[src/rtl/adpcm_b_requester_if.sv]
// Host-side request/response bundle for adpcm_b_requester.
// The master issues fetch requests; the slave answers with a one-cycle response pulse.
interface adpcm_b_requester_if;
  logic        req_valid;
  logic [23:0] req_addr;
  logic        req_ready;
  logic        resp_valid;
  logic [7:0]  resp_data;
  logic        resp_err;

  modport master (
    output req_valid, req_addr,
    input  req_ready, resp_valid, resp_data, resp_err
  );

  modport slave (
    input  req_valid, req_addr,
    output req_ready, resp_valid, resp_data, resp_err
  );
endinterface

[src/rtl/adpcm_b_requester.sv]
// YM2610-side ADPCM-B sample-bus requester: drives PMPX and the multiplexed address.
// Define ADPCM_B_REQUESTER_STATS_EN to add saturating ok/timeout counters.
module adpcm_b_requester #(
  parameter int PMPX_HIGH_CYCLES = 6,
  parameter int TIMEOUT_CYCLES   = 64
) (
  input  logic                clk,
  input  logic                reset,
  adpcm_b_requester_if.slave  host,
  output logic                pmpx,
  output logic [3:0]          ym_io_in,
  input  logic [2:0]          mux_sel,
  input  logic                mux_oe_n,
  input  logic [3:0]          ym_io_out,
  input  logic                ym_io_en,
  input  logic                pcm_load
`ifdef ADPCM_B_REQUESTER_STATS_EN
  ,
  input  logic                stat_clear,
  output logic [15:0]         stat_ok,
  output logic [15:0]         stat_timeout
`endif
);

  typedef enum logic [1:0] {
    IDLE,
    ADDR_LO,
    ADDR_HI
  } state_t;

  localparam logic [15:0] P_LAST = 16'(PMPX_HIGH_CYCLES - 1);
  localparam logic [15:0] T_LIM  = 16'(TIMEOUT_CYCLES);

  state_t      state, state_nx;
  logic [23:0] addr;
  logic [15:0] cnt;
  logic [3:0]  hi, lo;
  logic        done;
  logic [7:0]  data_q;
  logic [11:0] bus12;
  logic        accept, lo_cap, hi_cap, tmo, fin;

  assign accept = (state == IDLE) && host.req_valid;
  assign lo_cap = (state == ADDR_HI) && ym_io_en &&
                  (mux_sel == 3'b101);
  assign hi_cap = (state == ADDR_HI) && ym_io_en &&
                  pcm_load && !done;
  // A completed capture wins over a timeout in the same cycle.
  assign fin    = (state == ADDR_HI) && done;
  assign tmo    = (state == ADDR_HI) && !done &&
                  (cnt == T_LIM);

  assign host.req_ready  = (state == IDLE);
  assign host.resp_valid = fin || tmo;
  assign host.resp_err   = tmo;
  assign host.resp_data  = fin ? {hi, lo} :
                           tmo ? 8'h00 : data_q;
  assign pmpx  = (state == ADDR_LO);
  assign bus12 = (state == ADDR_HI) ? addr[23:12] : addr[11:0];

  always_comb begin
    ym_io_in = 4'h0;
    if (!mux_oe_n) begin
      unique case (1'b1)
        (mux_sel == 3'b010): ym_io_in = bus12[3:0];
        (mux_sel == 3'b110): ym_io_in = bus12[7:4];
        (mux_sel == 3'b011): ym_io_in = bus12[11:8];
        default:             ym_io_in = 4'h0;
      endcase
    end
  end

  always_comb begin
    state_nx = state;
    unique case (state)
      IDLE:    if (accept) state_nx = ADDR_LO;
      ADDR_LO: if (cnt == P_LAST) state_nx = ADDR_HI;
      ADDR_HI: if (fin || tmo) state_nx = IDLE;
      default: state_nx = IDLE;
    endcase
  end

  // cnt counts from the PMPX rise; it times both phases.
  always_ff @(posedge clk) begin
    if (reset) begin
      state  <= IDLE;
      addr   <= '0;
      cnt    <= '0;
      hi     <= '0;
      lo     <= '0;
      done   <= 1'b0;
      data_q <= '0;
    end else begin
      state <= state_nx;
      if (accept) begin
        addr <= host.req_addr;
        cnt  <= '0;
        hi   <= '0;
        lo   <= '0;
        done <= 1'b0;
      end else if (state != IDLE) begin
        cnt <= cnt + 16'd1;
      end
      if (lo_cap) lo <= ym_io_out;
      if (hi_cap) begin
        hi   <= ym_io_out;
        done <= 1'b1;
      end
      if (host.resp_valid) data_q <= host.resp_data;
    end
  end

`ifdef ADPCM_B_REQUESTER_STATS_EN
  always_ff @(posedge clk) begin
    if (reset || stat_clear) begin
      stat_ok      <= '0;
      stat_timeout <= '0;
    end else begin
      if (fin && stat_ok != 16'hFFFF)
        stat_ok <= stat_ok + 16'd1;
      if (tmo && stat_timeout != 16'hFFFF)
        stat_timeout <= stat_timeout + 16'd1;
    end
  end
`endif

endmodule
[src/flat_wrapper.sv]
// flat-port wrapper written by rule: the top's interface ports become plain ports
module adpcm_b_requester_flat 
#(
  parameter int PMPX_HIGH_CYCLES = 6,
  parameter int TIMEOUT_CYCLES   = 64
)
  (clk, reset, pmpx, ym_io_in, mux_sel, mux_oe_n, ym_io_out, ym_io_en, pcm_load, host_req_valid, host_req_addr, host_req_ready, host_resp_valid, host_resp_data, host_resp_err);
  adpcm_b_requester_if host_i ();
  input  logic clk;
  input  logic reset;
  output logic pmpx;
  output logic [3:0] ym_io_in;
  input  logic [2:0] mux_sel;
  input  logic mux_oe_n;
  input  logic [3:0] ym_io_out;
  input  logic ym_io_en;
  input  logic pcm_load;
  input wire logic [$bits(host_i.req_valid)-1:0] host_req_valid;
  input wire logic [$bits(host_i.req_addr)-1:0] host_req_addr;
  output wire logic [$bits(host_i.req_ready)-1:0] host_req_ready;
  output wire logic [$bits(host_i.resp_valid)-1:0] host_resp_valid;
  output wire logic [$bits(host_i.resp_data)-1:0] host_resp_data;
  output wire logic [$bits(host_i.resp_err)-1:0] host_resp_err;
  assign host_i.req_valid = host_req_valid;
  assign host_i.req_addr = host_req_addr;
  assign host_req_ready = host_i.req_ready;
  assign host_resp_valid = host_i.resp_valid;
  assign host_resp_data = host_i.resp_data;
  assign host_resp_err = host_i.resp_err;
  adpcm_b_requester #(.PMPX_HIGH_CYCLES(PMPX_HIGH_CYCLES), .TIMEOUT_CYCLES(TIMEOUT_CYCLES)) u_core (.clk(clk), .reset(reset), .host(host_i), .pmpx(pmpx), .ym_io_in(ym_io_in), .mux_sel(mux_sel), .mux_oe_n(mux_oe_n), .ym_io_out(ym_io_out), .ym_io_en(ym_io_en), .pcm_load(pcm_load));
endmodule
[config.mk]
export PLATFORM = sky130hd
export DESIGN_NAME = adpcm_b_requester_flat
export DESIGN_NICKNAME = d
export VERILOG_FILES = /design/src/rtl/adpcm_b_requester_if.sv /design/src/rtl/adpcm_b_requester.sv /design/src/flat_wrapper.sv
export SDC_FILE = /design/constraint.sdc
export NUM_CORES = 1
export LEC_CHECK = 0
export ABC_AREA = 1
export BUFFER_PORTS_ARGS = -buffer_cell sky130_fd_sc_hd__buf_4
export CORE_UTILIZATION = 26
export DETAILED_ROUTE_END_ITERATION = 7
export PLACE_DENSITY = 0.52
export SYNTH_ARGS = -nofsm -noshare
export SYNTH_HDL_FRONTEND = slang
export SYNTH_SLANG_ARGS = --single-unit
[constraint.sdc]
create_clock -name clk -period 3.6 [get_ports clk]
set_clock_uncertainty 0.1 [all_clocks]
set_input_delay 0.54 -clock clk [delete_from_list [all_inputs] [get_ports clk]]
set_output_delay 0.54 -clock clk [all_outputs]
set_load 0.05 [all_outputs]
==> parameters.txt <==
Parameter                              Value

STA
  Share of the cycle needed by the critical path after routing ... 76.02%
  Number of pins exceeding their max-slew limit in the final report ... 0
  Slew at the pin closest to its max-slew limit ... ~700 ps
  Rel. slew slack ... between 50% and 60%
  Final hold viol count ... 0
  Setup-violating endpoint count in the final report ... 0
  Setup WS post-layout ... roughly 860 ps
  Setup repair after global routing missed its margin ... no
  Setup TNS ... 0 ps
  Achievable frequency ... around 370 MHz
  Minimum clock period ... around 2700 ps

Worst setup path
  Largest delay contributor family on the critical path ... simple AND/OR/NAND/NOR gates
  Data required, critical path ... 2960 ps
  Signal arrival time at the worst endpoint ... between 2000 and 2500 ps
  Largest stage delay on the critical path ... 450 ps
  Category of the worst setup path launch point ... flip-flop
  Buffer and inverter count on the worst path ... 2
  Setup slack of the most critical reg-to-reg path ... between 1500 and 2000 ps
  Highest fanout seen on the critical path ... 14
  CP cell instances ... inv_1 > nor2_2 > nand3_1 > nor2_1 > nand2_2 > nand3_1 > nand2_1 > buf_4
  Kind of critical path ... reg2out
  Standard cell with the maximum stage delay on the critical path ... sky130_fd_sc_hd__dfxtp_1
  Kind of end point of the critical path ... output pin
  CP most frequent cell ... sky130_fd_sc_hd__nand3_1

Routing
  Pre-antenna DRT Iters ... 4
  DRC ... 0
  Residual antenna-violating net count after detailed routing ... 0
  Number of DRC markers after the initial detailed-route iteration ... between 100 and 150
  Routed WL per cell ... roughly 12 µm
  Mean number of vias per cell ... between 4 and 5
  Total wirelength of the detailed-routed design ... between 6 and 7 mm
  Via count of the routed design ... between 2,000 and 3,000

GRT
  Total overflow reported by the global router ... 0
  Initial antenna violation count ... 0
  Maximum number of pins on one net before global-route repair ... 31
  Number of global-route vias before repair ... roughly 2,500
  Global-route wire length before repair ... approximately 12 mm
  GRT Total Usage ... 13.13%

Power
  Overall power after layout ... 1.583 mW
  Areal power density over the cells ... roughly 450 nW/µm²
  Largest voltage drop on the vdd net ... ~160 µV
  Leakage power figure ... roughly 1.5 nW

Final layout
  Antenna diode instance count ... 0
  Flip-flop and latch area ... 1181 µm²
  Share of cells above drive strength 1 ... 19.87%
  Area growth from synthesis to layout ... 23.51%
  Area used by multi-input combinational logic ... between 1000 and 1500 µm²
  Net count, final ... approximately 500
  Layout fillers ... about 1,200

Die
  Top-level port count ... 53
  Die width ... approximately 110 µm
  Placeable core area ... 10,460 µm²
  Number of core rows ... 37
  Die height ... between 100 and 150 µm
  Initial core utilization ... a little over a quarter
  Overall die area ... approximately 11,000 µm²

CTS
  Later-pin clock latency in the skew report ... 350 ps
  Hold buffers post-CTS ... 0
  Max Root-Sink Buffers ... 2
  Post-CTS setup repair buffer count ... 0
  CTS HTree Levels ... 3
  Post-cts gate resize count ... 0
  TritonCTS Sinks ... 59
  TritonCTS Buffers ... 9
  Root buffer cell ... sky130_fd_sc_hd__clkbuf_8
  TritonCTS clock tree ... yes
  Clock-pin slew of the registers on the worst-case setup and hold paths ... roughly 80 ps

Placed design
  PortBufs ... between 50 and 60
  Gp weighted congestion ... between 0.7 and 0.8
  Sum of net half-perimeters after detailed placement ... slightly above 5 mm
  Setup slack at placement ... 1190 ps

Logic synthesis
  Syn_area_per_cell ... between 7 and 8 µm²
  Synthesized netlist net count ... between 400 and 500
  YS warnings ... 0
  Netlist area before placement ... about 2900 µm²
  Share of the yosys chip area belonging to registers ... between 40% and 50%
  Post-Syn Instances ... between 300 and 400
  Number of flip-flops and latches in the synthesized netlist ... 59
  Library cells used by synthesis ... 35

Hold path
  Hold Path Class ... in2reg

Job
  Max-cap viol count ... 0

Outcome
  Result of the run ... finished clean
-- flip-flops by register name, indices dropped and copies added, names as in the netlist --
register       flops
u_core.addr       24
u_core.cnt        16
u_core.data_q      8
u_core.done        1
u_core.hi          4
u_core.lo          4
u_core.state       2
-- layer usage --
metal	wire length [µm]	track usage [%]	vias up
met4	99	4.697	0
met5	0	0	-
met1	3461	16.78	1171
li1	-	-	1398
met2	3120	20.74	51
met3	244	4.073	5
-- synth_stat cells, drive strengths merged --
| cell type | count | area [µm²] |
|---|---|---|
| nor3 | 8 | 45.04 |
| buf | 8 | 76.31 |
| clkbuf | 4 | 15.01 |
| xnor2 | 2 | 17.52 |
| a21oi | 23 | 118.9 |
| nand4 | 3 | 18.77 |
| nand3b | 3 | 22.52 |
| o21bai | 1 | 7.510 |
| nand2 | 67 | 264.0 |
| o211ai | 13 | 97.59 |
| nand3 | 35 | 180.2 |
| ha | 3 | 37.54 |
| o21a | 1 | 7.510 |
| o22ai | 2 | 12.51 |
| nor2 | 82 | 361.6 |
| or2 | 12 | 75.07 |
| inv | 39 | 151.4 |
| xor2 | 1 | 8.760 |
| o21ai | 30 | 150.1 |
| dfxtp | 59 | 1181 |
| clkinv | 1 | 3.750 |
-- where the power goes --
group          total, mW  internal, mW  switching [mW]
clock              0.621         0.338           0.283
combinational      0.245        0.0850           0.160
sequential         0.718         0.692          0.0257
total               1.58          1.12           0.468
-- per-stage QoR --
stage                     util, %  instances  cell area, µm²  hold WS, ps
final                       33.68        589            3523        306.4
after global routing        33.68        589            3523        297.3
after CTS                   33.68        589            3523        296.1
after detailed placement    31.75        573            3322        356.8
after global placement      31.75        573            3322        355.5
after floorplan                 -        397            2853        344.5
-- final timing paths --
| path | endpoint | from | depth (start not counted) |
|---|---|---|---|
| min reg2reg | u_core.hi[0] | u_core.hi[0] | 2 |
| max reg2reg | u_core.addr[1] | u_core.state[1] | 6 |
| min | u_core.addr[7] | host_req_addr[7] | 3 |
| max | host_resp_data[5] | u_core.state[1] | 8 |
-- cell families (layout without fill, tap and decap cells) --
group / count (synthesis) / count (layout) / share of synthesized area [%]
AO/OA/AOI/OAI: 70 / 70 / 13.82
flip-flops: 59 / 59 / 41.40
buffers and inverters: 52 / 108 / 8.640
AND/OR/NAND/NOR: 210 / 210 / 33.90
XOR/XNOR: 3 / 3 / 0.9212
adder cells (fa/ha/maj): 3 / 3 / 1.316
-- cell type report --
type | instances | share of cell area (%)
Multi-Input combinational cell | 286 | 40.45
Tap cell | 136 | 4.830
Sequential cell | 59 | 33.52
Clock buffer | 10 | 3.906
Timing Repair Buffer | 52 | 11.08
Inverter | 40 | 4.403
Clock inverter | 6 | 1.811
-- cell usage in the layout, fill, tap and decap left out, drive strengths merged --
cell / netlist / final
clkinvlp: 0 / 2
inv: 39 / 40
nand3: 35 / 35
o21a: 1 / 1
nor2: 82 / 82
bufinv: 0 / 1
o21ai: 30 / 30
buf: 8 / 52
o22ai: 2 / 2
clkbuf: 4 / 10
xor2: 1 / 1
nand4: 3 / 3
or2: 12 / 12
clkinv: 1 / 3
xnor2: 2 / 2
nand3b: 3 / 3
nor3: 8 / 8
o21bai: 1 / 1
ha: 3 / 3
o211ai: 13 / 13
nand2: 67 / 67
dfxtp: 59 / 59
a21oi: 23 / 23
-- worst reg2reg max path, cell delays in order (launching register included) --
cell                      delay, ps
sky130_fd_sc_hd__dfxtp_1        370
sky130_fd_sc_hd__nor2_4         320
sky130_fd_sc_hd__inv_6          110
sky130_fd_sc_hd__nor2_8         310
sky130_fd_sc_hd__inv_2          300
sky130_fd_sc_hd__nor2_1         220
sky130_fd_sc_hd__nor2_1          70
(Power assumes the default switching activity.)
